[src/rtl/wr_skew_control.sv]
// Skewed write-wavefront sequencer for the systolic array output memory.
// Column c writes num_rows consecutive addresses from base, starting c cycles after column 0.
module wr_skew_control #(
    parameter int WIDTH  = 16,
    parameter int ADDR_W = 8
) (
    input  logic                      clk,
    input  logic                      reset,
    input  logic                      start,
    input  logic [ADDR_W-1:0]         base_addr,
    input  logic [ADDR_W:0]           num_rows,
    input  logic                      stall,
    input  logic                      sys_arr_active,
    output logic [WIDTH-1:0]          wr_en,
    output logic [WIDTH*ADDR_W-1:0]   wr_addr,
    output logic                      busy,
    output logic                      done
);

    localparam int KW = ADDR_W + 1 + $clog2(WIDTH);

    typedef enum logic {
        S_IDLE,
        S_RUN
    } state_t;

    state_t                    state_q, state_d;
    logic [KW-1:0]             k_q, k_d;
    logic [ADDR_W-1:0]         base_q, base_d;
    logic [ADDR_W:0]           rows_q, rows_d;
    logic [WIDTH-1:0]          en_q, en_d;
    logic [WIDTH*ADDR_W-1:0]   addr_q, addr_d;
    logic                      done_q, done_d;

    logic                      step;
    logic                      last;
    logic [KW-1:0]             k_n;
    logic [KW-1:0]             rel;
    logic [ADDR_W-1:0]         b_n;
    logic [ADDR_W:0]           r_n;

    always_ff @(posedge clk or posedge reset) begin
        if (reset) begin
            state_q <= S_IDLE;
            k_q     <= '0;
            base_q  <= '0;
            rows_q  <= '0;
            en_q    <= '0;
            addr_q  <= '0;
            done_q  <= 1'b0;
        end else begin
            state_q <= state_d;
            k_q     <= k_d;
            base_q  <= base_d;
            rows_q  <= rows_d;
            en_q    <= en_d;
            addr_q  <= addr_d;
            done_q  <= done_d;
        end
    end

    assign last = (k_q == KW'(rows_q) + KW'(WIDTH - 2));

    always_comb begin
        state_d = state_q;
        k_d     = k_q;
        base_d  = base_q;
        rows_d  = rows_q;
        en_d    = en_q;
        addr_d  = addr_q;
        done_d  = done_q;
        step    = 1'b0;
        k_n     = '0;
        rel     = '0;
        b_n     = base_q;
        r_n     = rows_q;

        if (sys_arr_active) begin
            done_d = 1'b0;
        end

        unique case (state_q)
            S_IDLE: begin
                if (start) begin
                    if (num_rows != '0) begin
                        state_d = S_RUN;
                        base_d  = base_addr;
                        rows_d  = num_rows;
                        k_d     = '0;
                        done_d  = 1'b0;
                        step    = 1'b1;
                        b_n     = base_addr;
                        r_n     = num_rows;
                    end else begin
                        done_d = 1'b1;
                    end
                end
            end
            S_RUN: begin
                if (!stall) begin
                    if (last) begin
                        state_d = S_IDLE;
                        k_d     = '0;
                        en_d    = '0;
                        done_d  = 1'b1;
                    end else begin
                        k_d  = k_q + 1'b1;
                        k_n  = k_q + 1'b1;
                        step = 1'b1;
                    end
                end
            end
            default: state_d = S_IDLE;
        endcase

        // Precompute the enables/addresses that the next cycle (k_n) presents.
        if (step) begin
            for (int c = 0; c < WIDTH; c++) begin
                rel     = k_n - KW'(c);
                en_d[c] = (k_n >= KW'(c)) && (rel < KW'(r_n));
                if (en_d[c]) begin
                    addr_d[c*ADDR_W +: ADDR_W] = b_n + rel[ADDR_W-1:0];
                end
            end
        end
    end

    assign wr_en   = en_q & ~{WIDTH{stall}};
    assign wr_addr = addr_q;
    assign busy    = (state_q == S_RUN);
    assign done    = done_q;

endmodule

[config.mk]
export PLATFORM = sky130hd
export DESIGN_NAME = wr_skew_control
export DESIGN_NICKNAME = d
export VERILOG_FILES = /design/src/rtl/wr_skew_control.sv
export SDC_FILE = /design/constraint.sdc
export NUM_CORES = 1
export LEC_CHECK = 0
export CAP_MARGIN = 20
export CORE_UTILIZATION = 40
export CTS_CLUSTER_SIZE = 28
export DETAILED_ROUTE_END_ITERATION = 8
export HOLD_SLACK_MARGIN = 0.06
export PLACE_DENSITY_LB_ADDON = 0.05
export SLEW_MARGIN = 10
export SYNTH_ARGS = -nofsm -noshare
export SYNTH_HDL_FRONTEND = slang
export SYNTH_SLANG_ARGS = --single-unit
[constraint.sdc]
create_clock -name clk -period 12.5 [get_ports clk]
set_input_delay 3.75 -clock clk [delete_from_list [all_inputs] [get_ports clk]]
set_output_delay 3.75 -clock clk [all_outputs]
set_load 0.02 [all_outputs]
==> results.cfg, run 1 <==
[timing]
slew_viol_final = 0
max_freq_mhz = 98.2
max_slew_margin = 0.232
worstMarginPinSlew_ps = 1120
clock_skew_ps = 14.0
fin_setup_tns_ps = 0
setup_viol = 0
fin_crit_sh = 0.814
min_period_ps = 10180
hold_viol = 0
rsz0062_at_grt = no

[route]
wl_per_cell_microns = 27.1
dr.pass1.iters = 6
ant_nets = 0
drt-vias-per-instance = 5.89
drt_wl_total_microns = 67800
drc = 0
dr_total_vias = 14800
drt_iter0_markers = 1160

[critical_path]
crit_type = input port to register
r2r_slack_ps = 4760
reg2reg_to = wr_addr[43]
arrival_ps = 10560
rr_worst_depth = 19
worst_r2r_startpoint = rows_q[1]
setup.worst_path.start_class = input port
crit_required_ps = 12880
worst-path-max-fanout = 18
crit_path_end_kind = register

[grt]
track_usage = 0.331
grt-ovfl-total = 0
grt_pass1_wl_microns = 99900
antenna_found_initial = 2
grt_pass1_vias = 14800
grt_start_max_net_pins = 75

[flow_run]
cap_violations = 0

[min_path]
hold-path-endpoint = en_q[8]
hold_start = en_q[8]
hold_class = register to register
whs_path_depth = 2

[clocking]
hold_buffers = 0
clockBufferDepth = 2
post_cts.repair.setup_buffers = 0
cts-resized-gates = 0
cts_buffers = 17
cts_tree = done
root_buffer = clkbuf_16
cts_num_sinks = 176
clkTransAtPathRegs_ps = 70
cts-htree-levels = 4
clk_latency_ps = 510

[power_and_ir_drop]
ir_drop_mv = 0.140
combPwrFrac = 0.763
p_switching_w = 0.00306
p_sw_frac = 0.512
seqPwrFrac = 0.137
power_density_nw_per_um2 = 305
intPower_w = 0.00292
power.leakage_nw = 9.28
power_w = 0.00597
pwr-share-clk = 0.100

[placed_design]
gp_congestion = 1.05
hpwl_microns = 50000
portBuffers = 167

[yosys]
syn_nets = 2029
syn_area_per_cell_sq_um = 9.18
synth_warnings = 0
syn_area_sq_um = 16500
async_reset_ff_frac = 1.00
synth.mux.area_fraction = 0.0959
yosysUniqueCellTypes = 92
synth_compound_area_frac = 0.184
yosys.area_share.adder = 0.163
synthSimpleGateAreaFrac = 0.135
synth_top_family_by_area = compound AO/OA/AOI/OAI gates
synthCells = 1795
ys_seq_elements = 176
synth-edff-count = 0
synthFlopType = dfrtp_1
ys_seq_area_frac = 0.267
synth-xor-area-share = 0.113

[die]
core_area_sq_um = 40700
initial_core_util = 0.405
die_area_sq_um = 42000
num_rows = 74
die_h_microns = 205
io_pins = 168
die_w_microns = 205

[finish]
drive_gt1_frac = 0.118
syn_to_final_growth_pct = 18.6
fillers = 3960
final_cell_mix = 208 x ha_1, 178 x nand2_1, 176 x dfrtp_1, 167 x clkdlybuf4s50_1, 153 x xnor2_1
final_common_cell = ha_1
nNetsFinal = 2194

[outcome]
run_status = finished clean
registers in the layout, summed over array words and instances, names as in the netlist:
register,flops
wr_addr,128
rows_q,9
base_q,8
en_q,16
done,1
k_q,13
busy,1
worst max path at each step:
stage | slack, ps | end | startpoint
after global routing | 1850 | wr_addr[41] | stall
after CTS | 2480 | wr_addr[43] | stall
final | 2320 | wr_addr[43] | stall
after global placement | 1860 | wr_addr[113] | stall
after detailed placement | 1930 | wr_addr[43] | stall
after floorplan | 3980 | base_q[0] | reset
per-layer routing:
| metal | GRT usage | wire [microns] | share of wire | up-vias |
|---|---|---|---|---|
| li1 | - | - | - | 6786 |
| met3 | 0.0714 | 4470 | 0.066 | 155 |
| met1 | 0.430 | 29900 | 0.44 | 7245 |
| met4 | 0.147 | 2990 | 0.044 | 0 |
| met5 | 0 | 0 | 0 | - |
| met2 | 0.526 | 30500 | 0.45 | 581 |
power groups by stage:
stage                     registers, W  logic (W)  clock network, W
after floorplan               0.000890    0.00305                 0
after global placement        0.000820    0.00445                 0
after detailed placement      0.000823    0.00449                 0
after CTS                     0.000815    0.00453          0.000616
after global routing          0.000832    0.00501          0.000633
final                         0.000816    0.00456          0.000598
logic make-up after synthesis:
group	after synthesis
mux	136
buf+inv	162
xor+xnor	204
fa+ha+maj	212
compound gates	452
flops	176
simple gates	453
layout make-up:
type	count	area, sq um	area share
Multi-Input combinational cell	1457	11500	0.586
Clock inverter	14	195	0.00998
Timing Repair Buffer	216	2040	0.104
Antenna cell	1	2.50	0.000128
Sequential cell	176	4400	0.225
Tap cell	532	666	0.0340
Clock buffer	18	439	0.0225
Inverter	92	350	0.0179
synth_stat cells (25+ instances only):
| library cell | instances | area (sq um) |
|---|---|---|
| ha_1 | 208 | 2600 |
| nand2_1 | 178 | 668 |
| dfrtp_1 | 176 | 4400 |
| xnor2_1 | 155 | 1360 |
| a21oi_1 | 132 | 661 |
| mux2_2 | 92 | 1040 |
| inv_1 | 89 | 334 |
| nor2_1 | 89 | 334 |
| a21o_1 | 76 | 571 |
| o21ai_0 | 68 | 340 |
| xor2_1 | 44 | 385 |
| clkbuf_1 | 37 | 139 |
| nor2b_1 | 36 | 225 |
| nand4_1 | 26 | 163 |
| o21bai_1 | 25 | 188 |
worst max-delay path, cell delays in order:
cell             delay [ps]
clkdlybuf4s50_1         810
nand2b_1                440
a21oi_2                 390
nand2_1                 500
inv_1                   510
ha_1                    410
nor2b_1                 500
nor2_1                  120
xor2_1                  260
ha_1                    300
a21o_1                  190
a21o_1                  170
a221o_1                 380
a41oi_1                 220
o221ai_1                190
a2111oi_2               250
nand4b_1                640
mux2_2                  520
stage by stage:
stage	cell area [sq um]	util	setup WS, ps	hold slack (ps)	std cells
after floorplan	16500	-	3980	438	1795
after global placement	18900	0.464	1860	452	2471
after detailed placement	18900	0.464	1930	456	2472
after CTS	19500	0.480	2480	474	2504
after global routing	19500	0.480	1850	486	2505
final	19600	0.480	2320	470	2506
No activity file was read; power rests on OpenSTA's default activity.
==> inputs of run 2 (changes only) <==
==> constraint.sdc (replaced) <==
create_clock -name clk -period 10.4 [get_ports clk]
set_input_delay 3.12 -clock clk [delete_from_list [all_inputs] [get_ports clk]]
set_output_delay 3.12 -clock clk [all_outputs]
set_load 0.02 [all_outputs]
==> results.cfg, run 2 (synthesis results as in run 1) <==
[outcome]
run_status = finished clean

[route]
dr_total_vias = 14900
drt-vias-per-instance = 5.86
ant_nets = 0
wl_per_cell_microns = 27.1
dr.pass1.iters = 5
drt_wl_total_microns = 68600
drc = 0
drt_iter0_markers = 1203

[finish]
multi_input_area_sq_um = 11500
drive_gt1_frac = 0.132
largest_reg_flops = 128
final_cell_mix = 208 x ha_1, 178 x nand2_1, 176 x dfrtp_1, 167 x clkdlybuf4s50_1, 152 x xnor2_1
final_common_cell = ha_1
nNetsFinal = 2225
syn_to_final_growth_pct = 20.1
fin_util = 0.486
seq_area_sq_um = 4400
finalInstanceArea_sq_um = 19800
num_antenna_cells = 0
fillers = 3950

[clocking]
clockBufferDepth = 2
cts-htree-levels = 4
post_cts.repair.setup_buffers = 0
hold_buffers = 0
clk_latency_ps = 500
cts_num_sinks = 176
clkTransAtPathRegs_ps = 70
cts_buffers = 17
cts_tree = done
root_buffer = clkbuf_16
cts-resized-gates = 0

[power_and_ir_drop]
power_w = 0.00724
ir_drop_mv = 0.181
power_density_nw_per_um2 = 365
p_switching_w = 0.00370
power.leakage_nw = 9.43
p_sw_frac = 0.511
intPower_w = 0.00354
seqPwrFrac = 0.134
pwr-share-clk = 0.099
combPwrFrac = 0.767

[timing]
hold_viol = 0
finalWorstSetupSlack_ps = 1700
fin_setup_tns_ps = 0
fin_crit_sh = 0.837
slew_viol_final = 0
max_slew_margin = 0.222
setup_viol = 0
worstMarginPinSlew_ps = 1160
max_freq_mhz = 115
clock_skew_ps = 14.0
min_period_ps = 8700
rsz0062_at_grt = no

[critical_path]
crit_type = input port to register
worst-path-max-fanout = 18
rr_worst_depth = 20
setup.worst_path.start_class = input port
crit_path_end_kind = register
r2r_slack_ps = 3260
worst_r2r_startpoint = rows_q[3]
crit_required_ps = 10780
arrival_ps = 9080
reg2reg_to = wr_addr[41]

[min_path]
hold_class = register to register
hold-path-endpoint = en_q[10]
hold_start = en_q[10]
whs_path_depth = 2

[grt]
track_usage = 0.334
antenna_found_initial = 1
grt-ovfl-total = 0
grt_pass1_vias = 14900
grt_start_max_net_pins = 63
grt_pass1_wl_microns = 101000

[flow_run]
cap_violations = 0

[placed_design]
dpl_cell_area_sq_um = 19200
hpwl_microns = 51300
portBuffers = 167
gp_congestion = 0.981
post-place-ws_ps = 1260

[die]
num_rows = 74
initial_core_util = 0.405
die_h_microns = 205
die_w_microns = 205
io_pins = 168
core_area_sq_um = 40700
die_area_sq_um = 42000
run 2: layer usage:
layer / up-vias / global-route usage / routed length (microns)
met5: - / 0 / 13
met4: 2 / 0.157 / 3030
met3: 145 / 0.0751 / 4510
met2: 575 / 0.531 / 31200
met1: 7307 / 0.428 / 29900
li1: 6843 / - / -
run 2: worst max-delay path by stage:
stage	start	end	slack (ps)	cells past startpoint
6_report	stall	wr_addr[111]	1700	18
3_3_place_gp	stall	wr_addr[104]	1470	18
3_5_place_dp	stall	wr_addr[111]	1260	18
5_1_grt	stall	wr_addr[107]	1340	18
2_1_floorplan	reset	base_q[0]	2510	1
4_1_cts	stall	wr_addr[111]	1800	18
run 2: through the flow:
stage / hold slack (ps) / instances
after global placement: 453 / 2502
after CTS: 473 / 2535
final: 469 / 2536
after floorplan: 438 / 1795
after global routing: 494 / 2536
after detailed placement: 456 / 2503
run 2: critical path, stage by stage:
cell and delay [ps]:
clkdlybuf4s50_1 400, buf_4 200, nand2b_1 270, a21oi_4 420, nand2_1 540, inv_1 540
ha_1 470, nor3_1 110, a31oi_1 320, a31oi_1 230, xor2_1 220, ha_1 300
and4_1 210, a221oi_1 310, o221ai_1 170, a221oi_1 240, nand4_1 510, mux2_2 460
run 2: final cells by class:
| cell class | count | share of cell area |
|---|---|---|
| multi-input cells | 1457 | 0.579 |
| flip-flops and latches | 176 | 0.222 |
| repair buffers | 247 | 0.115 |
| well taps | 532 | 0.0336 |
| clock buffers | 18 | 0.0222 |
| inverters | 92 | 0.0177 |
| clock inverters | 14 | 0.0101 |
run 2: power by group through the flow:
stage          logic (W)  registers (W)  clock network [W]
3_5_place_dp     0.00546       0.000981                  0
5_1_grt          0.00608       0.000992           0.000756
2_1_floorplan    0.00367        0.00107                  0
3_3_place_gp     0.00541       0.000979                  0
6_report         0.00555       0.000973           0.000716
4_1_cts          0.00550       0.000971           0.000736
==> inputs of run 3 (changes only) <==
==> constraint.sdc (replaced) <==
create_clock -name clk -period 8.2 [get_ports clk]
set_input_delay 2.46 -clock clk [delete_from_list [all_inputs] [get_ports clk]]
set_output_delay 2.46 -clock clk [all_outputs]
set_load 0.02 [all_outputs]
==> results.cfg, run 3 (synthesis results as in run 1) <==
[outcome]
run_status = finished clean

[placed_design]
dp.cells = 2534
portBuffers = 167
gp_congestion = 1.05
hpwl_microns = 52900

[critical_path]
worst_r2r_startpoint = rows_q[1]
crit_required_ps = 8580
cp_top_family = compound AO/OA/AOI/OAI gates
startpoint = stall
crit_type = input port to register
cp.buffers_inverters = 5
crit_chain = clkdlybuf4s50_1 > nand2b_1 > a21oi_2 > buf_4 > nand2_1 > buf_4 > ha_1 > inv_1 > nand2_1 > o21ai_1 > a21oi_1 > xor2_1 > ha_1 > nor2b_1 > o21ai_0 > nand2_1 > a221oi_1 > o2111a_1 > nand4_1 > buf_4 > mux2_2
setup.worst_path.start_class = input port
arrival_ps = 7800
crit_slowest_cell = clkdlybuf4s50_1
critPathMaxStageDelay_ps = 480
worst-path-max-fanout = 17
crit_path_end_kind = register

[die]
num_rows = 74
io_pins = 168
initial_core_util = 0.405
die_area_sq_um = 42000
die_h_microns = 205
core_area_sq_um = 40700
die_w_microns = 205

[clocking]
clk_latency_ps = 500
hold_buffers = 0
cts_buffers = 17
post_cts.repair.setup_buffers = 0
cts_num_sinks = 176
cts-resized-gates = 0
root_buffer = clkbuf_16
clockBufferDepth = 2
cts_tree = done
clkTransAtPathRegs_ps = 70
cts-htree-levels = 4

[grt]
grt-ovfl-total = 0
grt_start_max_net_pins = 107
track_usage = 0.338
grt_pass1_vias = 15200
antenna_found_initial = 1
grt_pass1_wl_microns = 102000

[flow_run]
cap_violations = 0

[power_and_ir_drop]
combPwrFrac = 0.776
seqPwrFrac = 0.137
power_w = 0.00911
intPower_w = 0.00445
p_switching_w = 0.00466
p_sw_frac = 0.512
ir_drop_mv = 0.222
power_density_nw_per_um2 = 457
pwr-share-clk = 0.087
power.leakage_nw = 9.55

[finish]
fillers = 3939
final_common_cell = ha_1
nNetsFinal = 2255
syn_to_final_growth_pct = 21.0
final_cell_mix = 208 x ha_1, 178 x nand2_1, 176 x dfrtp_1, 167 x clkdlybuf4s50_1, 153 x xnor2_1
final_cells = 2565
largest_reg_flops = 128
drive_gt1_frac = 0.145
num_antenna_cells = 0

[route]
drt_wl_total_microns = 69100
drt_iter0_markers = 1080
drc = 0
ant_nets = 0
dr.pass1.iters = 5
dr_total_vias = 15000
wl_per_cell_microns = 26.9
drt-vias-per-instance = 5.85

[timing]
slew_viol_final = 0
fin_crit_sh = 0.905
clock_skew_ps = 19.4
worstMarginPinSlew_ps = 1110
max_freq_mhz = 135
hold_viol = 0
setup_viol = 0
max_slew_margin = 0.260
min_period_ps = 7420
rsz0062_at_grt = no
fin_setup_tns_ps = 0

[min_path]
hold_start = en_q[11]
hold_class = register to register
## run 3: layer usage
layer  wire [microns]  global-route usage  vias up
li1                 -                   -     6888
met1            30100               0.442     7341
met2            31000               0.533      633
met3             4670              0.0598      148
met4             3290               0.167        0
met5                0                   0        -
## run 3: final timing paths
| path | end | slack, ps | cells past startpoint |
|---|---|---|---|
| setup / recovery | wr_addr[81] | 780 | 21 |
| hold / removal | en_q[11] | 470 | 1 |
| setup reg to reg | wr_addr[81] | 1370 | 24 |
| hold reg to reg | en_q[11] | 470 | 1 |
| max in group asynchronous | base_q[4] | 4730 | 3 |
| min in group asynchronous | wr_addr[113] | 2440 | 2 |
## run 3: worst register-to-register path, cell delays in order, from the launching register on
cell,delay [ps]
dfrtp_1,460
nor4_1,440
a211oi_2,100
o31ai_1,700
and3_1,260
buf_4,190
a21oi_2,160
buf_4,260
nand2_1,180
buf_4,230
ha_1,350
inv_1,130
nand2_1,140
o21ai_1,220
a21oi_1,480
xor2_1,200
ha_1,260
nor2b_1,130
o21ai_0,180
nand2_1,180
a221oi_1,310
o2111a_1,270
nand4_1,300
buf_4,320
mux2_2,270
## run 3: metrics by stage
step	utilization	setup slack [ps]	cell area (sq um)	hold WS, ps
final	0.490	782	19900	471
after global routing	0.490	672	19900	491
after CTS	0.490	1010	19900	475
after detailed placement	0.476	466	19400	459
after global placement	0.476	455	19400	453
after floorplan	-	966	16500	438
## run 3: power groups by stage
stage          clock (W)  combinational [W]  sequential, W
2_1_floorplan          0            0.00465        0.00136
3_3_place_gp           0            0.00689        0.00125
3_5_place_dp           0            0.00698        0.00126
4_1_cts         0.000818            0.00703        0.00124
5_1_grt         0.000847            0.00776        0.00127
6_report        0.000790            0.00707        0.00125
## run 3: final cells by class
cell class	count	area, sq um	share of cell area
Multi-Input combinational cell	1457	11500	0.574
Sequential cell	176	4400	0.221
Timing Repair Buffer	277	2520	0.126
Tap cell	532	666	0.0334
Clock buffer	18	439	0.0220
Inverter	92	350	0.0176
Clock inverter	13	106	0.00533
